`config.mk`:
```
export PLATFORM = sky130hd
export DESIGN_NAME = mem_arb
export DESIGN_NICKNAME = d
export VERILOG_FILES = /design/src/rtl/tk_pkg.sv /design/src/rtl/mem_arb_timer.sv /design/src/rtl/mem_arb.sv
export SDC_FILE = /design/constraint.sdc
export NUM_CORES = 1
export LEC_CHECK = 0
export ABC_AREA = 1
export BUFFER_PORTS_ARGS = -buffer_cell sky130_fd_sc_hd__buf_2
export CORE_AREA = 5 5 135 137
export DETAILED_ROUTE_END_ITERATION = 16
export DIE_AREA = 0 0 140 142
export PLACE_DENSITY = 0.66
export SETUP_SLACK_MARGIN = 0.2
export SLEW_MARGIN = 0
export SYNTH_ARGS = -nofsm -noshare
export SYNTH_HDL_FRONTEND = slang
export SYNTH_SLANG_ARGS = --single-unit
```
`constraint.sdc`:
```
create_clock -name clk -period 1.5 [get_ports clk]
set_input_delay 0.075 -clock clk [delete_from_list [all_inputs] [get_ports clk]]
set_output_delay 0.075 -clock clk [all_outputs]
set_load 0.005 [all_outputs]
```
`src/rtl/tk_pkg.sv`:
```
// tk_pkg: shared types for the miss arbiter.
package tk_pkg;
    typedef enum logic [1:0] {ST_IDLE, ST_BUSY, ST_DONE} state_t;
    typedef enum logic {OWN_I, OWN_D} owner_t;
    typedef logic [2:0] trd_t;

    function automatic logic [7:0] trd_onehot(input trd_t t);
        return 8'b1 << t;
    endfunction
endpackage

```
`src/rtl/mem_arb_timer.sv`:
```
// mem_arb_timer: counts BUSY cycles from start; expire flags the last allowed cycle.
module mem_arb_timer #(
    parameter int TIMEOUT = 64
) (
    input  logic clk,
    input  logic rst_n,
    input  logic start,
    input  logic ack,
    output logic expire
);
    localparam int CW = $clog2(TIMEOUT + 1);
    logic [CW-1:0] cnt_q, cnt_d;
    logic          run_q, run_d;

    always_comb begin
        expire = run_q && (cnt_q == CW'(TIMEOUT - 1));
        run_d  = start ? 1'b1 : (ack || expire) ? 1'b0 : run_q;
        cnt_d  = start ? '0 : run_q ? cnt_q + 1'b1 : cnt_q;
    end

    always_ff @(posedge clk) begin
        if (!rst_n) begin
            run_q <= 1'b0;
            cnt_q <= '0;
        end else begin
            run_q <= run_d;
            cnt_q <= cnt_d;
        end
    end
endmodule

```
`src/rtl/mem_arb.sv`:
```
// mem_arb: round-robin I/D miss arbiter serialising one access at a time onto the
// backing-memory port, with a BUSY timeout that aborts a hung access.
module mem_arb
    import tk_pkg::*;
#(
    parameter int TIMEOUT = 64
) (
    input  logic        clk,
    input  logic        rst_n,
    input  logic        i_req,
    input  logic [31:0] i_addr,
    input  logic [2:0]  i_trd,
    input  logic        d_req,
    input  logic        d_we,
    input  logic [31:0] d_addr,
    input  logic [31:0] d_wdata,
    input  logic [2:0]  d_trd,
    output logic        i_gnt,
    output logic        d_gnt,
    output logic        i_done,
    output logic        d_done,
    output logic [31:0] rdata,
    output logic [2:0]  done_trd,
    output logic        err,
    output logic        m_req,
    output logic        m_we,
    output logic [31:0] m_addr,
    output logic [31:0] m_wdata,
    input  logic        m_ack,
    input  logic [31:0] m_rdata,
    output logic [7:0]  blocked_trd
);
    state_t      state_q, state_d;
    owner_t      own_q, own_d, last_q, last_d;
    trd_t        trd_q, trd_d;
    logic [31:0] addr_q, addr_d, wdata_q, wdata_d, rdata_q, rdata_d;
    logic        we_q, we_d, err_q, err_d;
    logic [7:0]  blk_q, blk_d;
    logic        grant, sel_dside, ack_busy, expire;

    mem_arb_timer #(.TIMEOUT(TIMEOUT)) u_timer (
        .clk    (clk),
        .rst_n  (rst_n),
        .start  (grant),
        .ack    (ack_busy),
        .expire (expire)
    );

    always_comb begin
        ack_busy  = m_ack && (state_q == ST_BUSY);
        grant     = rst_n && (state_q == ST_IDLE) && (i_req || d_req);
        // On a tie the side that did not win last time goes first
        sel_dside = d_req && (!i_req || last_q == OWN_I);
        i_gnt     = grant && !sel_dside;
        d_gnt     = grant && sel_dside;
        state_d   = state_q;
        own_d     = own_q;
        last_d    = last_q;
        trd_d     = trd_q;
        addr_d    = addr_q;
        wdata_d   = wdata_q;
        we_d      = we_q;
        rdata_d   = rdata_q;
        err_d     = err_q;
        blk_d     = blk_q;
        if (grant) begin
            state_d = ST_BUSY;
            own_d   = sel_dside ? OWN_D : OWN_I;
            last_d  = own_d;
            trd_d   = sel_dside ? d_trd : i_trd;
            addr_d  = sel_dside ? d_addr : i_addr;
            we_d    = sel_dside && d_we;
            wdata_d = sel_dside ? d_wdata : 32'd0;
            rdata_d = 32'd0;
            err_d   = 1'b0;
            blk_d   = blk_q | trd_onehot(trd_d);
        end else if (state_q == ST_BUSY && (ack_busy || expire)) begin
            state_d = ST_DONE;
            rdata_d = (ack_busy && !we_q) ? m_rdata : 32'd0;
            err_d   = !ack_busy;
        end else if (state_q == ST_DONE) begin
            state_d = ST_IDLE;
            blk_d   = blk_q & ~trd_onehot(trd_q);
        end
    end

    always_ff @(posedge clk) begin
        if (!rst_n) begin
            state_q <= ST_IDLE;
            own_q   <= OWN_I;
            last_q  <= OWN_I;
            trd_q   <= '0;
            addr_q  <= '0;
            wdata_q <= '0;
            we_q    <= 1'b0;
            rdata_q <= '0;
            err_q   <= 1'b0;
            blk_q   <= '0;
        end else begin
            state_q <= state_d;
            own_q   <= own_d;
            last_q  <= last_d;
            trd_q   <= trd_d;
            addr_q  <= addr_d;
            wdata_q <= wdata_d;
            we_q    <= we_d;
            rdata_q <= rdata_d;
            err_q   <= err_d;
            blk_q   <= blk_d;
        end
    end

    assign m_req       = (state_q == ST_BUSY);
    assign m_we        = we_q;
    assign m_addr      = addr_q;
    assign m_wdata     = wdata_q;
    assign i_done      = (state_q == ST_DONE) && (own_q == OWN_I);
    assign d_done      = (state_q == ST_DONE) && (own_q == OWN_D);
    assign err         = (state_q == ST_DONE) && err_q;
    assign rdata       = rdata_q;
    assign done_trd    = trd_q;
    assign blocked_trd = blk_q;
endmodule
```
# [Word level (Yosys, flattened, before mapping)]
# Cells that the tools add are included.
# W data, S select, Z words.
[totals] register_bits=120 wordCells=64
[classes] n_addsub=1 eq_ne=4 shift=2 muxes=13 n_bitwise=5 n_reduce_logical=27
[ops] operator="$mux W32" count=3
[ops] operator="$mux W8" count=3
[ops] operator="$shl A1 B3 Y8 const A" count=2
[ops] operator="$logic_and A1 B1 Y1" count=13
[ops] operator="$and A8 B8 Y8" count=1
[ops] operator="$not A8 Y8" count=1
[ops] operator="$or A8 B8 Y8" count=1
[ops] operator="$add A7 B1 Y7 const B" count=1
[ops] operator="$eq A7 B6 Y1 const B" count=1
[ops] operator="$reduce_bool A2 Y1" count=3
[ops] operator="$logic_not A1 Y1" count=4
[ops] operator="$mux W1" count=4
[ops] operator="$mux W2" count=2
[ops] operator="$logic_or A1 B1 Y1" count=3
[ops] operator="$mux W3" count=1
[ops] operator="$reduce_bool A3 Y1" count=1
[ops] operator="$eq A2 B1 Y1 const B" count=1
[ops] operator="$eq A2 B2 Y1 const B" count=1
[ops] operator="$logic_not A2 Y1" count=1
[ops] operator="$ne A2 B1 Y1 const B" count=1
[ops] operator="$not A1 Y1" count=2
[ops] operator="$reduce_and A2 Y1" count=1
[ops] operator="$reduce_or A2 Y1" count=1

# [Longest topological paths before layout]
# Gate-level depths: netlist of the first run.
[logic_depth] word_depth=7 mapped_depth=10 mapped_depth_nobuf=8

# [Hierarchy]
# Synthesis of the first run repeated with hierarchy kept, for this count alone.
[hier_totals] hier_cells=706 hier_area_um2=4971.0
[by_module_without_submodules] module="mem_arb" n_inst=1 cells_per_inst=652 area_each_um2=4584.4
[by_module_without_submodules] module="mem_arb_timer" n_inst=1 cells_per_inst=54 area_each_um2=386.6

# [Least setup slack after synthesis of the first run]
# OpenSTA, ideal clock, no wires.
[synth_timing] kind="reg-to-reg" start="reg u_timer.cnt_q[0]" end="reg rdata_q[24], in the netlist rdata[24]" arrival_time_ps=1171 required_ps=1380 setup_slack_ps=210 stages_incl_launch_ff=10 n_path_buf=1 cell_sequence="dfxtp_1 ha_1 inv_1 nor2_1 nand3_1 nand2_2 nand2_4 buf_4 nand2_1 a21oi_1"
[synth_between] elab_chain_cells=4
[synth_lines] item="start, declared" line_no="mem_arb_timer.sv:12" text="logic [CW-1:0] cnt_q, cnt_d;"
[synth_lines] item="start signal, assigned" line_no="mem_arb_timer.sv:27" text="cnt_q <= cnt_d;"
[synth_lines] item="$eq A7 B6 Y1" line_no="mem_arb_timer.sv:16" text="expire = run_q && (cnt_q == CW'(TIMEOUT - 1));"
[synth_lines] item="$logic_and A1 B1 Y1" line_no="mem_arb_timer.sv:16"
[synth_lines] item="$logic_or A1 B1 Y1" line_no="mem_arb.sv:77" text="end else if (state_q == ST_BUSY && (ack_busy || expire)) begin"
[synth_lines] item="$logic_and A1 B1 Y1" line_no="mem_arb.sv:77"
[synth_lines] item="end signal, assigned" line_no="mem_arb.sv:107" text="rdata_q <= rdata_d;"
[synth_lines] item="end, declared" line_no="mem_arb.sv:36" text="logic [31:0] addr_q, addr_d, wdata_q, wdata_d, rdata_q, rdata_d;"
# Every way passes these cells.
# A chain may end at the register's enable or synchronous reset.

# [Worst setup path in the final report of the first run]
[layout_timing] start="reg state_q[0]" end="reg rdata_q[26], in the netlist rdata[26]"
[layout_between] elab_chain_cells=4 elab_cells_between_ends=10 cone_classes="eq/ne: 1; mux: 1; reduce/logical: 8"
[layout_lines] item="start, declared" line_no="mem_arb.sv:33" text="state_t state_q, state_d;"
[layout_lines] item="start signal, assigned" line_no="mem_arb.sv:100" text="state_q <= state_d;"
[layout_lines] item="$eq A2 B1 Y1 or $logic_not A2 Y1 (tied branches)" line_no="mem_arb.sv:50, mem_arb.sv:77, mem_arb.sv:51"
[layout_lines] item="$logic_and A1 B1 Y1 (on tied branches)" line_no="mem_arb.sv:50, mem_arb.sv:51"
[layout_lines] item="$logic_and A1 B1 Y1 (tied with other cells)" line_no="mem_arb.sv:79" text="rdata_d = (ack_busy && !we_q) ? m_rdata : 32'd0;"
[layout_lines] item="$mux W32 (tied with other cells)" line_no="mem_arb.sv:79"
# Several ways; a longest one is shown, not always the timed one.

==> results of run 1 <==
power breakdown:
group,switching [mW],leakage [nW],internal (mW)
Clock,1.53,0.305,2.95
Combinational,1.19,3.36,1.19
Sequential,0.137,0.980,3.42
Total,2.86,4.64,7.57
registers in the layout (all words and copies together) (netlist names):
register,flops
state_q,2
m_addr,32
u_timer.cnt_q,7
blocked_trd,8
done_trd,3
last_q,1
m_wdata,32
u_timer.run_q,1
err_q,1
rdata,32
m_we,1
timing repair:
item | in CTS | in global routing
endpoints found under the hold margin | 85 | 0
endpoints found under the setup margin | 123 | 126
cloned | 10 | 6
pin swaps | 7 | 37
setup buffers | 14 | 17
hold buffers | 93 | 0
gates resized for setup | 42 | 130
worst register-to-register path: cells and delay by family (launching register included):
kind                   cells  cell delay [ns]
flip-flops                 1             0.36
buffers and inverters      4             0.49
AO/OA/AOI/OAI              1             0.14
AND/OR/NAND/NOR            4             0.48
per-stage QoR:
stage | setup WS (ns) | instances | power, mW | area, um2 | hold WS (ns)
6_report | -0.04999 | 1329 | 10.43 | 9270 | 0.01550
5_1_grt | -0.09864 | 1328 | 10.87 | 9268 | 0.02010
4_1_cts | -0.03607 | 1305 | 10.09 | 8537 | 0.00006659
3_5_place_dp | 0.03389 | 1156 | 5.001 | 6436 | 0.2655
3_3_place_gp | 0.05876 | 1156 | 4.989 | 6436 | 0.2604
2_1_floorplan | 0.2099 | 700 | 4.368 | 4930 | 0.1781
cells by family after synthesis:
| group | share of synthesized area, % |
|---|---|
| simple gates | 34.72 |
| flops | 48.73 |
| compound gates | 9.289 |
| buf+inv | 6.472 |
| xor+xnor | 0.5331 |
| fa+ha+maj | 0.2538 |
synth_stat cells (2+ instances only):
cell	instances	area, um2
nor2_4	2	22.52
inv_1	18	67.56
nand2_2	3	18.77
buf_2	22	110.1
o211ai_1	2	15.01
buf_4	9	67.56
a21oi_1	75	375.4
nand3_1	42	210.2
o22ai_1	2	12.51
o21ai_0	6	30.03
xnor2_1	2	17.52
inv_2	5	18.77
buf_1	4	15.01
buf_6	2	22.52
nand4_1	2	12.51
nand2_4	2	22.52
o21ai_1	2	10.01
nor2_1	28	105.1
dfxtp_1	120	2402
clkbuf_1	3	11.26
nand2_1	339	1272
cell type report:
cell class / count / share of cell area [%]
Inverter: 24 / 1.107
Sequential cell: 120 / 26.04
Antenna cell: 1 / 0.02699
Tap cell: 225 / 3.037
Multi-Input combinational cell: 520 / 29.26
Timing Repair Buffer: 407 / 33.51
Clock inverter: 15 / 2.429
Clock buffer: 17 / 4.589
worst min-delay path by stage:
stage,start,endpoint,slack (ns),cells after the start
detailed placement,d_wdata[30],m_wdata[30],0.27,3
global placement,d_wdata[5],m_wdata[5],0.26,3
finish,d_addr[4],m_addr[4],0.02,5
CTS,d_addr[25],m_addr[25],0.00007,5
floorplan,d_wdata[0],m_wdata[0],0.18,2
global route,d_addr[10],m_addr[10],0.02,5
layout by cell type (no fill, tap or decap), drive strengths merged:
master and instances:
dfxtp 120, o31ai 1, xnor2 2, bufinv 5, nand3 42, nand3b 1
nand2 348, or2 1, ha 1, clkinv 5, inv 25, dlygate4sd3 93
nand4 2, buf 307, clkinvlp 4, a21oi 75, o21ai 8, o21bai 1
o211ai 2, xor2 1, nor2 32, diode 1, bufbuf 3, o22ai 2
nor3b 1, clkbuf 21
metal layers:
metal / wire, um / part of all wire [%] / global-route usage (%) / vias to the layer above
met5: 0 / 0 / 0 / -
met4: 755 / 3.6 / 8.873 / 0
met3: 1507 / 7.2 / 5.746 / 64
met2: 10320 / 49 / 33.83 / 289
met1: 8270 / 40 / 21.47 / 2766
li1: - / - / - / 3008
==> metrics.txt, run 1 <==
CTS Buffer Depth 2; clk sink count 120; core area 16,940 um2; clk slew on worst S/H paths roughly 0.060 ns; setup_tns -0.1121 ns; GRT Util Overall 19.23%; critical path peak fanout 8; HPWL after DPL 11,240 um; Final Wtd Congestion between 0.8 and 0.9; final wirelength 20,850 um; CTS tree done; Seq. cell area 2414 um2; Starting Density 29.11%; CP max stage cell dfxtp_4; I/O pin cnt 254; Critical Path Start Type flip-flop; crit path time final 1.550 ns; vias in the first global route 6,104; initial antenna violation count 0; # fillers 1,473; outcome finished, violations left; Worst-Margin Slew 0.3765 ns; R2R setup slack -0.05 ns; syn nets 841; Mapped Cells 700; worst rel slew slack 74.90%; CTS Buf Count 17; failing checks setup timing; via count 6,127; Congestion Overflow GR 0; Port Buffers 253; vias per cell ~4.6; Post-Route Utilization 54.74%; # H-tree levels 4; leakage 4.643 nW; post-synthesis cell area 4930 um2; Die Height 142 um; Final ANT Viol Nets 0; crit end category flip-flop; Top delay family on crit path buffers and inverters; DRC Markers 0; layout net count 1,231; Worst path max stage delay 0.36 ns; top_reg_cell synth dfxtp_1; global-route wire length before repair 30,750 um; Max IR drop VDD 0.8100 mV; unrepaired setup endpoints after global routing true; Layout area overhead 88.05%; Synth Register Bits 120; largest net degree at the start of global routing 34; WS Path Type flip-flop to flip-flop; die width 140 um; Synth async-reset ratio 0%; final setup violation count 6; row count 48; drt pass-1 iters 5; layout cells sized above 1 40.98%; Max Clock Skew 0.008901 ns; die area ~20,000 um2; Post-synth EDFFs 0; worst-path cell chain buf_6 -> inv_4 -> nor2_4 -> nand2_4 -> nor2_4 -> buf_6 -> buf_16 -> nand2_4 -> a21oi_2; Worst Setup SP state_q[0]; final slew viol count 0; worst min path class primary input to flip-flop; Avg WL per Cell approximately 16 um; Pwr Density 1125 nW/um2; setup slack after layout -0.04999 ns; R2R Path Start state_q[0]; Max Freq 645.2 MHz; Seq/Total Area, Yosys 48.73%; Max Cap Viol 0; number of library cell types mapped by synthesis 31; CP bufs+invs 4; Worst EP required 1.84 ns; multi-input logic area 2713 um2; syn avg cell area 7.042 um2; Setup crit end rdata[26]; WP depth 9; Root Buffer Master clkbuf_16; DRT iter0 DRCs slightly below 300; reg2reg end rdata[26]; worst endpoint data arrival time roughly 1.9 ns; synth warn 0; fin crit share 103.3%; clk_lat worst skew 0.41 ns; Fin. Hold Viols 0; r2r worst-path depth 9
Power figures use the tool's default switching activity.
==> run 2: changes to the inputs <==
--- a/config.mk
+++ b/config.mk
@@ -5,12 +5,13 @@
 export SDC_FILE = /design/constraint.sdc
 export NUM_CORES = 1
 export LEC_CHECK = 0
-export ABC_AREA = 1
 export BUFFER_PORTS_ARGS = -buffer_cell sky130_fd_sc_hd__buf_2
-export CORE_AREA = 5 5 135 137
+export CELL_PAD_IN_SITES_DETAIL_PLACEMENT = 1
+export CELL_PAD_IN_SITES_GLOBAL_PLACEMENT = 2
+export CORE_AREA = 5 5 147 149
 export DETAILED_ROUTE_END_ITERATION = 16
-export DIE_AREA = 0 0 140 142
-export PLACE_DENSITY = 0.66
+export DIE_AREA = 0 0 152 154
+export PLACE_DENSITY = 0.87
 export SETUP_SLACK_MARGIN = 0.2
 export SLEW_MARGIN = 0
 export SYNTH_ARGS = -nofsm -noshare
==> metrics.txt, run 2 <==
failing checks setup timing (unchanged); Die Height 154 um (was 142 um); HPWL after DPL 12,770 um (was 11,240 um); drt pass-1 iters 6 (was 5); via count 5,745 (was 6,127); number of library cell types mapped by synthesis 45 (was 31); syn avg cell area 9.087 um2 (was 7.042 um2); unrepaired setup endpoints after global routing true (unchanged); layout net count 1,078 (was 1,231); final setup violation count 108 (was 6); Max Freq 617.3 MHz (was 645.2 MHz); Worst-Margin Slew 0.4383 ns (was 0.3765 ns); Post-synth EDFFs 0 (unchanged); Fin. Hold Viols 0 (unchanged); outcome finished, violations left (unchanged); Congestion Overflow GR 0 (unchanged); setup_tns -5.827 ns (was -0.1121 ns); Root Buffer Master clkbuf_16 (unchanged); DRT iter0 DRCs 160 (was 298); synth warn 0 (unchanged); dpl cells 1,022 (was 1,156); # H-tree levels 4 (unchanged); GRT Util Overall 19.14% (was 19.23%); I/O pin cnt 254 (unchanged); Max Clock Skew 0.01273 ns (was 0.008901 ns); worst rel slew slack 70.74% (was 74.90%); CTS Buf Count 17 (unchanged); syn nets 663 (was 841); DRC Markers 0 (unchanged); Synth top area share 50.65% (was 48.73%); clk_lat worst skew 0.41 ns (about the same); Layout area overhead 101.7% (was 88.05%); CTS tree done (unchanged); Seq. cell area 2411 um2 (was 2414 um2); # fillers 2,262 (was 1,473); leakage 4.625 nW (was 4.643 nW); Synth Register Bits 120 (unchanged); Final ANT Viol Nets 0 (unchanged); die width 152 um (was 140 um); most common cell in the netlist dfxtp_1 (was nand2_1); largest net degree at the start of global routing 39 (was 34); Post-Place Worst Slack 0.05488 ns (was 0.03389 ns); placed cell area 6394 um2 (was 6436 um2); Port Buffers 253 (unchanged); WS Path Type flip-flop to flip-flop (unchanged); Post-Route Utilization 47.73% (was 54.74%); area leader, netlist dfxtp_1 (unchanged); Synth async-reset ratio 0% (unchanged); global-route wire length before repair 35,720 um (was 30,750 um); Critical Path Start Type flip-flop (unchanged); CTS Buffer Depth 2 (unchanged); fin crit share 108.0% (was 103.3%); vias per cell 4.705 (was 4.610); final slew viol count 0 (unchanged); Final Wtd Congestion 0.7942 (was 0.8003); die area 23,410 um2 (was 19,880 um2); commonest non-fill, non-tap cell in the layout buf_2 (was nand2_1); Starting Density 23.67% (was 29.11%); Avg WL per Cell 20.14 um (was 15.69 um); row count 52 (was 48); Pwr Density 1204 nW/um2 (was 1125 nW/um2); critical path peak fanout 32 (was 8); worst endpoint data arrival time 1.91 ns (was 1.89 ns); clk sink count 120 (unchanged); layout cells sized above 1 47.79% (was 40.98%); Layout Cells excl Fill 1,221 (was 1,329); Seq/Total Area, Yosys 50.65% (was 48.73%); worst min path class primary input to flip-flop (unchanged); initial antenna violation count 2 (was 0); cell area after layout 9565 um2 (was 9270 um2); largest cells by area after synthesis dfxtp_1 (51%), nand2_1 (8.4%), o211a_1 (6.3%) (was dfxtp_1 (49%), nand2_1 (26%), a21oi_1 (7.6%)); clk slew on worst S/H paths 0.06 ns (about the same); Max Cap Viol 0 (unchanged); commonest cells after routing, fill and taps aside buf_2 (249), dfxtp_1 (115), dlygate4sd3_1 (104) (was nand2_1 (295), buf_2 (249), dfxtp_1 (115)); post-synthesis cell area 4743 um2 (was 4930 um2); crit end category flip-flop (unchanged); final wirelength 24,590 um (was 20,850 um); Max IR drop VDD 0.7227 mV (was 0.8100 mV); top_reg_cell synth dfxtp_1 (unchanged); multi-input logic area 2502 um2 (was 2713 um2); vias in the first global route 6,120 (was 6,104); Mapped Cells 522 (was 700); crit path time final 1.620 ns (was 1.550 ns); core area 20,040 um2 (was 16,940 um2); Worst EP required 1.79 ns (was 1.84 ns); Synth top cells by count dfxtp_1 (120), nand2_1 (106), o21ai_0 (40), a21oi_1 (39), nand3_1 (36) (was nand2_1 (339), dfxtp_1 (120), a21oi_1 (75), nand3_1 (42), nor2_1 (28)); setup slack after layout -0.1200 ns (was -0.04999 ns)
[run 2: changes by cell type in the layout (fill, tap and decap cells not counted), moves of 11 or more]
cell and change:
o211a_1 +30, inv_1 -13, nand2_4 -26, buf_12 +13, a22o_1 +33, nand2_1 -209
dlygate4sd3_1 +11, nor2_1 -12, o21ai_1 +20, a21oi_1 -31
[run 2: cell type report]
type | instances | area share (%)
clock inverters | 12 | 1.962
repair buffers | 438 | 37.99
diodes | 1 | 0.02616
inverters | 5 | 0.3532
multi-input cells | 355 | 26.16
clock buffers | 20 | 4.774
flip-flops and latches | 120 | 25.21
well taps | 270 | 3.532
[run 2: cell families (layout without fill, tap and decap cells)]
| kind of cell | Yosys count | count (layout) | synth area share, % |
|---|---|---|---|
| buf+inv | 47 | 475 | 5.513 |
| xor+xnor | 5 | 5 | 0.9234 |
| compound gates | 163 | 163 | 24.40 |
| simple gates | 180 | 180 | 16.99 |
| flops | 120 | 120 | 50.65 |
| other cells | 0 | 1 | 0 |
| mux | 6 | 6 | 1.266 |
| fa+ha+maj | 1 | 1 | 0.2637 |
[run 2: path summary, 6_finish.rpt]
kind	start	to	slack [ns]	cells past startpoint
max	u_timer.cnt_q[0]	rdata[0]	-0.12	6
min	d_addr[5]	m_addr[5]	0.02	4
max reg2reg	u_timer.cnt_q[0]	rdata[0]	-0.12	6
min reg2reg	m_addr[31]	m_addr[31]	0.46	2
[run 2: where the power goes]
group	total [mW]	internal (mW)	switching [mW]
Sequential	3.72	3.50	0.213
Combinational	3.29	1.80	1.49
Clock	4.51	2.90	1.62
Total	11.5	8.20	3.32
[run 2: repair_timing]
action | in CTS | in global routing
endpoints found under the hold margin | 89 | 0
pin swaps | 18 | 41
setup buffers | 34 | 9
hold buffers | 104 | 0
resized for setup | 99 | 80
gates cloned | 13 | 6
endpoints found under the setup margin | 116 | 125
[run 2: layer usage]
layer  global-route usage [%]  up-vias  wire, um
met5                        0        -        13
met2                    33.83      227     12480
met1                    22.13     2778      9971
met3                    5.987       38      1527
met4                    5.993        2       599
li1                         -     2700         -
[run 2: worst max-delay path: stages (launching register included)]
cell     delay (ns)
dfxtp_2        0.36
ha_2           0.18
and4_4         0.26
a31oi_4        0.13
buf_12         0.19
o21ai_0        0.25
a21oi_1        0.12
[run 2: through the flow]
step | total power, mW | hold WS (ns)
finish | 11.52 | 0.01669
global route | 12.00 | 0.02892
CTS | 11.16 | 0.0001701
detailed placement | 5.489 | 0.2958
global placement | 5.467 | 0.2915
floorplan | 4.653 | 0.2076
==> run 3: changes to the inputs <==
--- a/config.mk
+++ b/config.mk
@@ -13,7 +13,7 @@
 export DIE_AREA = 0 0 152 154
 export PLACE_DENSITY = 0.87
 export SETUP_SLACK_MARGIN = 0.2
-export SLEW_MARGIN = 0
+export SKIP_CTS_REPAIR_TIMING = 1
 export SYNTH_ARGS = -nofsm -noshare
 export SYNTH_HDL_FRONTEND = slang
 export SYNTH_SLANG_ARGS = --single-unit
==> metrics.txt, run 3 (same netlist as run 2, synthesis figures left out) <==
setup slack after layout -0.1400 ns (was -0.1200 ns); clock power share 41.7% (was 39.2%); DRT iter0 DRCs 186 (was 160); DRC Markers 0 (unchanged); outcome finished, violations left (unchanged); met1 GRT Util 17.02% (was 22.13%); Final Wtd Congestion 0.7942 (unchanged); commonest non-fill, non-tap cell in the layout buf_2 (unchanged); HPWL after DPL 12,770 um (unchanged); worst min path class primary input to flip-flop (unchanged); commonest cells after routing, fill and taps aside buf_2 (252), dfxtp_1 (115), nand2_1 (103) (was buf_2 (249), dfxtp_1 (115), dlygate4sd3_1 (104)); I/O pin cnt 254 (unchanged); GRT Util Overall 14.14% (was 19.14%); worst endpoint data arrival time 1.56 ns (was 1.91 ns); clk slew on worst S/H paths 0.06 ns (about the same); Pwr Density 1248 nW/um2 (was 1204 nW/um2); # fillers 2,337 (was 2,262); core area 20,040 um2 (unchanged); GR met2 Demand/Resource 23.24% (was 33.83%); Worst EP required 1.42 ns (was 1.79 ns); R2R setup slack -0.10 ns (was -0.12 ns); via count 5,513 (was 5,745); WS Path Type flip-flop to output pin (was flip-flop to flip-flop); vias per cell 4.704 (was 4.705); global-route wire length before repair 26,680 um (was 35,720 um); Post-Route Utilization 43.26% (was 47.73%); initial antenna violation count 1 (was 2); Max Cap Viol 0 (unchanged); die area 23,410 um2 (unchanged); Max IR drop VDD 0.6966 mV (was 0.7227 mV); Max Clock Skew 0.01562 ns (was 0.01273 ns); Post-Place Worst Slack 0.05488 ns (unchanged); CTS tree done (unchanged); row count 52 (unchanged); net switching power 3.109 mW (was 3.320 mW); Worst path max stage delay 0.45 ns (was 0.36 ns); CP max stage cell or3_4 (was dfxtp_2); WHS 0.004489 ns (was 0.01669 ns); die width 152 um (unchanged); worst-path cell chain or3_4 -> nor2_8 -> buf_12 -> buf_6 (was ha_2 -> and4_4 -> a31oi_4 -> buf_12 -> o21ai_0 -> a21oi_1); Worst-Margin Slew 0.3739 ns (was 0.4383 ns); Critical Path Start Type flip-flop (unchanged); leakage 4.243 nW (was 4.625 nW); Congestion Overflow GR 0 (unchanged); dpl cells 1,022 (unchanged); Combinational Power Share 23.9% (was 28.6%); Layout area overhead 82.77% (was 101.7%); worst rel slew slack 75.07% (was 70.74%); vias in the first global route 4,915 (was 6,120); Layout Cells excl Fill 1,172 (was 1,221); final slew viol count 0 (unchanged); Reg power frac 34.3% (was 32.3%); Starting Density 23.67% (unchanged); critical path peak fanout 5 (was 32); failing checks setup timing (unchanged); layout net count 1,030 (was 1,078); unrepaired setup endpoints after global routing true (unchanged); CTS Buffer Depth 2 (unchanged); sw frac 28.73% (was 28.82%); layout cells sized above 1 45.57% (was 47.79%); final setup violation count 16 (was 108); Die Height 154 um (unchanged); Fin. Hold Viols 0 (unchanged); M3 GR Usage 5.734% (was 5.987%); Avg WL per Cell 19.88 um (was 20.14 um); clk_lat worst skew 0.42 ns (was 0.41 ns); crit end category output pin (was flip-flop); # H-tree levels 4 (unchanged); crit path time final 1.640 ns (was 1.620 ns); P_int 7.710 mW (was 8.198 mW); Root Buffer Master clkbuf_16 (unchanged); final wirelength 23,300 um (was 24,590 um); GRT Max-Usage Layer met2 (unchanged); CTS Buf Count 17 (unchanged); drt pass-1 iters 7 (was 6); Tot Pwr 10.82 mW (was 11.52 mW); Port Buffers 253 (unchanged); Final ANT Viol Nets 0 (unchanged); fin crit share 109.3% (was 108.0%); Max Freq 609.8 MHz (was 617.3 MHz); largest net degree at the start of global routing 60 (was 39); Antenna Diode Count 0 (was 1); clk sink count 120 (unchanged)
[run 3: cell types whose count changed in the layout (fill, tap and decap cells not counted), moves of 6 or more]
cell           delta
a21oi_1          +11
a21oi_2          -10
buf_12            -8
buf_16           -11
buf_6             -6
dlygate4sd3_1    -33
nand2_1          +17
nand2_2          -10
nand2_4           -6
o21ai_0          -12
o21ai_1           -6
o21ai_2          +18
[run 3: critical path, delay by kind of cell, from the launching register on]
kind	cells	cell delay (ns)
AND/OR/NAND/NOR	2	0.60
flip-flops	1	0.33
buffers and inverters	2	0.22
[run 3: area by class of cell]
cell class | instances | area [um2] | area share, %
clock inverters | 12 | 187.7 | 2.165
flip-flops and latches | 120 | 2414 | 27.84
clock buffers | 20 | 456.7 | 5.268
well taps | 270 | 337.8 | 3.897
inverters | 5 | 21.27 | 0.2453
repair buffers | 385 | 2850 | 32.88
multi-input cells | 360 | 2402 | 27.71
[run 3: through the flow]
step / cell area [um2] / setup TNS (ns)
after floorplan: 4818 / 0
after global placement: 6394 / 0
after detailed placement: 6394 / 0
after CTS: 7038 / -0.9565
after global routing: 8670 / -2.860
final: 8670 / -0.6546
[run 3: power by group through the flow]
stage | Sequential, mW | Combinational [mW] | Clock [mW]
final | 3.71 | 2.59 | 4.52
after global routing | 3.75 | 2.79 | 4.75
after CTS | 3.68 | 1.75 | 4.62
after detailed placement | 3.75 | 1.74 | 0
after global placement | 3.74 | 1.73 | 0
after floorplan | 3.76 | 0.893 | 0
[run 3: routing by layer]
layer	vias up	wire length, um	part of all wire [%]
met2	209	11820	51
li1	2602	-	-
met3	19	1597	6.9
met5	-	13	0.056
met1	2681	9618	41
met4	2	248	1.1
[run 3: worst paths after layout]
kind / from / to / cells after the start
worst max-delay path: state_q[1] / d_gnt / 4
worst min-delay path: i_addr[0] / m_addr[0] / 4
worst max register to register: state_q[1] / blocked_trd[3] / 6
worst min register to register: rdata[24] / rdata[24] / 2
